## config.mk

```make
export PLATFORM = sky130hd
export DESIGN_NAME = parity_calc
export DESIGN_NICKNAME = d
export VERILOG_FILES = /design/src/rtl/parity_stream_chk_pkg.sv /design/src/rtl/parity_stream_chk_calc.sv
export SDC_FILE = /design/constraint.sdc
export NUM_CORES = 1
export LEC_CHECK = 0
export BUFFER_PORTS_ARGS = -buffer_cell sky130_fd_sc_hd__buf_2
export CORE_AREA = 2 2 39 41
export DETAILED_ROUTE_END_ITERATION = 12
export DIE_AREA = 0 0 41 43
export PLACE_DENSITY = 0.47
export SLEW_MARGIN = 0
export SYNTH_ARGS = -nofsm -noshare
export SYNTH_HDL_FRONTEND = slang
export SYNTH_SLANG_ARGS = --single-unit
```

## constraint.sdc

```tcl
create_clock -name vclk -period 1.3
set_input_delay 0.195 -clock vclk [all_inputs]
set_output_delay 0.195 -clock vclk [all_outputs]
set_load 0.005 [all_outputs]
```

## src/rtl/parity_stream_chk_pkg.sv

```systemverilog
// Shared types and helpers for the 16-bit parity datapath family.
// Words wider than PAR_MAX_W bits are not supported by parity_f.
package parity_pkg;

  typedef enum logic [0:0] {
    IDLE  = 1'b0,
    FRAME = 1'b1
  } state_t;

  localparam logic PAR_EVEN  = 1'b0;
  localparam logic PAR_ODD   = 1'b1;
  localparam int   PAR_MAX_W = 64;

  // Zero-extended data leaves the XOR reduction unchanged.
  function automatic logic parity_f(input logic [PAR_MAX_W-1:0] data, input logic odd);
    return (^data) ^ odd;
  endfunction

endpackage

```

## src/rtl/parity_stream_chk_calc.sv

```systemverilog
// Combinational word parity: raw XOR, generated parity and error compare.
module parity_calc
  import parity_pkg::*;
#(
  parameter int DATA_W = 16
) (
  input  logic [DATA_W-1:0] data,
  input  logic              odd,
  input  logic              par_in,
  output logic              p,
  output logic              e,
  output logic              x
);

  logic [PAR_MAX_W-1:0] data_ext_s;

  // Widen the word to the helper's fixed argument width.
  always_comb begin
    data_ext_s = {PAR_MAX_W{1'b0}};
    data_ext_s[DATA_W-1:0] = data;
  end

  assign x = ^data;
  assign p = parity_f(data_ext_s, odd);
  assign e = (par_in != p);

endmodule

```

# Word-level counts from Yosys, hierarchy flattened
# Cells that the tools add are included.
[op_classes]
n_addsub = 0
multipliers = 0
div_mod_pow = 0
order_cmp = 0
eq_ne = 1
shifts = 0
mux = 0
n_bitwise = 1
reduce_logical = 2
[op_table]
columns = ["op", "n"]
rows = [
  ["64-bit XOR reduction", 1],
  ["16-bit XOR reduction", 1],
  ["1-bit inequality test", 1],
  ["1-bit bitwise XOR", 1],
]
[word_totals]
ff_bits = 0
latchBits = 0
mem_bits_rw = 0
romBits = 0
input_bits = 18
out_inout_bits = 3
word_cells = 4
mem_count = 0

# Logic depth before layout (Yosys ltp)
[logic_depth]
word_depth = 3
mapped_depth = 4
ltp_nobuf = 4

# Worst setup path after synthesis
# No wires, ideal clock.
[synth_timing]
path_kind = "input to output"
start = "in data[8]"
end = "out e"
arrival_ns = 1.150
t_required_ns = 1.105
slack_ns = -0.045
stages = 4
n_path_buf = 0
cell_sequence = "xnor2_1 > xnor2_1 > xnor3_2 > xnor2_1"
[synth_between]
elab_chain_len = 3
[synth_lines]
columns = ["item", "line", "rtl"]
rows = [
  ["from (decl)", "parity_stream_chk_calc.sv:7", "input logic [DATA_W-1:0] data,"],
  ["64-bit XOR reduction", "parity_stream_chk_pkg.sv:16", "return (^data) ^ odd;"],
  ["1-bit bitwise XOR", "parity_stream_chk_pkg.sv:16", ""],
  ["1-bit inequality test", "parity_stream_chk_calc.sv:25", "assign e = (par_in != p);"],
  ["to (decl)", "parity_stream_chk_calc.sv:11", "output logic e,"],
]
# No other way between the ends.

# Final worst setup path
[layout_timing]
start = "in data[6]"
end = "out x"
[layout_between]
elab_chain_len = 1
[layout_lines]
columns = ["item", "line", "rtl"]
rows = [
  ["16-bit XOR reduction", "parity_stream_chk_calc.sv:23", "assign x = ^data;"],
  ["to (decl)", "parity_stream_chk_calc.sv:12", "output logic x"],
]
# No other way between the ends.

==> results.json <==
{
  "status": "finished with violations",
  "violations": "negative setup slack",
  "area_delta_synth_final_pct": 134,
  "drv_cap": 0,
  "setup_ws_ns": -0.283,
  "synth_area_um2": 194,
  "register_area_um2": 0,
  "finalMaxSlewViolations": 0,
  "syn_inst": 18,
  "clockBufferCount": 0,
  "syn_nets": 36,
  "grt_pass1_vias": 210,
  "leakagePower_nw": 0.218,
  "diodes": 0,
  "die_h_um": 43,
  "start_util_pct": 14.0,
  "p_per_area_mw_per_mm2": 1030,
  "track_usage_pct": 5.65,
  "multi_input_area_um2": 289,
  "setup_viol": 3,
  "final_area_um2": 454,
  "layout.nets": 61,
  "crit_type": "in -> out",
  "io_pins": 21,
  "vias": 202,
  "path_buf_inv": 2,
  "cp-end-kind": "output pin",
  "finalCritPeriodShare_pct": 122,
  "wl_per_cell_um": 8.35,
  "synth_area_per_cell_um2": 10.8,
  "die_x_um": 41,
  "crit_path_start_kind": "input pin",
  "layout_common_cells": "17 x buf_2, 7 x xnor2_1, 5 x xnor2_2, 3 x xnor2_4, 3 x buf_4",
  "netlist-cell-type-count": 5,
  "drc": 0,
  "post-cts-setup-buffers": 0,
  "critPathMaxFanout": 3,
  "wirelength_um": 476,
  "drt_pre_antenna_iters": 1,
  "worst-path-stages": 6,
  "seq_area_frac_synth_pct": 0,
  "antenna_left": 0,
  "final_hold_viol_count": 0,
  "hold_slack_ns": 0.811,
  "power_mw": 0.469,
  "mostFrequentLayoutCell": "buf_2",
  "hold_class": "in -> out",
  "cp-endpoint": "x",
  "placed_area_um2": 422,
  "worst-slew-pin-transition_ns": 0.258,
  "n_fill_cell": 147,
  "synth_warnings": 0,
  "cp-startpoint": "data[6]",
  "gp_congestion": 0.549,
  "final_cells": 57,
  "cp_cell_sequence": "buf_8 -> xnor2_4 -> xnor2_1 -> xnor3_2 -> xnor2_2 -> buf_2",
  "rsz0062_at_grt": "yes",
  "layout-drive-gt1-share_pct": 82.9,
  "vias_per_cell": 3.54,
  "required_ns": 1.11,
  "grt_max_degree": 4,
  "rows": 14,
  "antenna_found_initial": 0,
  "fin_crit_ns": 1.58,
  "design.seq.count": 0,
  "slowest_stage": "xnor3_2",
  "dp_cells": 57,
  "cp_slowest_stage_delay_ns": 0.52,
  "worst_path_dominant_cell_family": "XOR/XNOR gates",
  "portBuffers": 21,
  "dieArea_mm2": 0.00176,
  "vdd_drop_max_mv": 0.662,
  "core_mm2": 0.00138,
  "grt_overflow": 0,
  "grt_pass1_wl_um": 710,
  "relSlewSlack_pct": 82.6,
  "fmax_mhz": 632,
  "drt_iter0_drc": 0,
  "cp.arrival_ns": 1.39
}
==> cell usage after synthesis, drive strengths merged <==
library cell	number	area share, %
xnor3	2	24
xnor2	15	72
xor2	1	4.5
==> logic make-up after synthesis <==
logic type	Yosys count	share of synthesized area, %
xor gates and xnor gates	18	100
==> through the flow <==
step	setup slack, ns	TNS [ns]	utilization [%]
2_1_floorplan	-0.0125	-0.0375	-
3_3_place_gp	-0.324	-0.957	30.5
3_5_place_dp	-0.317	-0.944	30.5
4_1_cts	-0.314	-0.895	32.3
5_1_grt	-0.372	-1.09	32.8
6_report	-0.283	-0.846	32.8
==> final cells by class <==
| cell class | count | share of cell area (%) |
|---|---|---|
| multi-input cells | 18 | 63.6 |
| well taps | 16 | 4.41 |
| repair buffers | 23 | 32.0 |
==> where the power goes <==
part / leakage (nW) / total [mW] / switching, mW / internal (mW)
Sequential: 0 / 0 / 0 / 0
Combinational: 0.218 / 0.469 / 0.176 / 0.293
Clock: 0 / 0 / 0 / 0
==> layer usage <==
layer	wire [um]	track usage (%)	part of all wire (%)	vias up
li1	-	-	-	102
met1	168	6.84	35	79
met2	199	10.0	42	21
met3	108	1.57	23	0
met4	0	0	0	0
met5	0	0	0	-
==> worst min path at each step <==
stage / start / endpoint / slack [ns] / cells after the start
3_3_place_gp: par_in / e / 0.81 / 4
6_report: par_in / e / 0.81 / 4
5_1_grt: par_in / e / 0.84 / 4
3_5_place_dp: par_in / e / 0.80 / 4
4_1_cts: par_in / e / 0.81 / 4
2_1_floorplan: par_in / e / 0.58 / 2
==> what timing repair did <==
item,in CTS,in global routing
endpoints found under the setup margin,3,3
hold endpoints to repair,0,0
hold buffers,0,0
resized for setup,8,1
pin swaps,4,3
No activity file was read; power rests on OpenSTA's default activity.
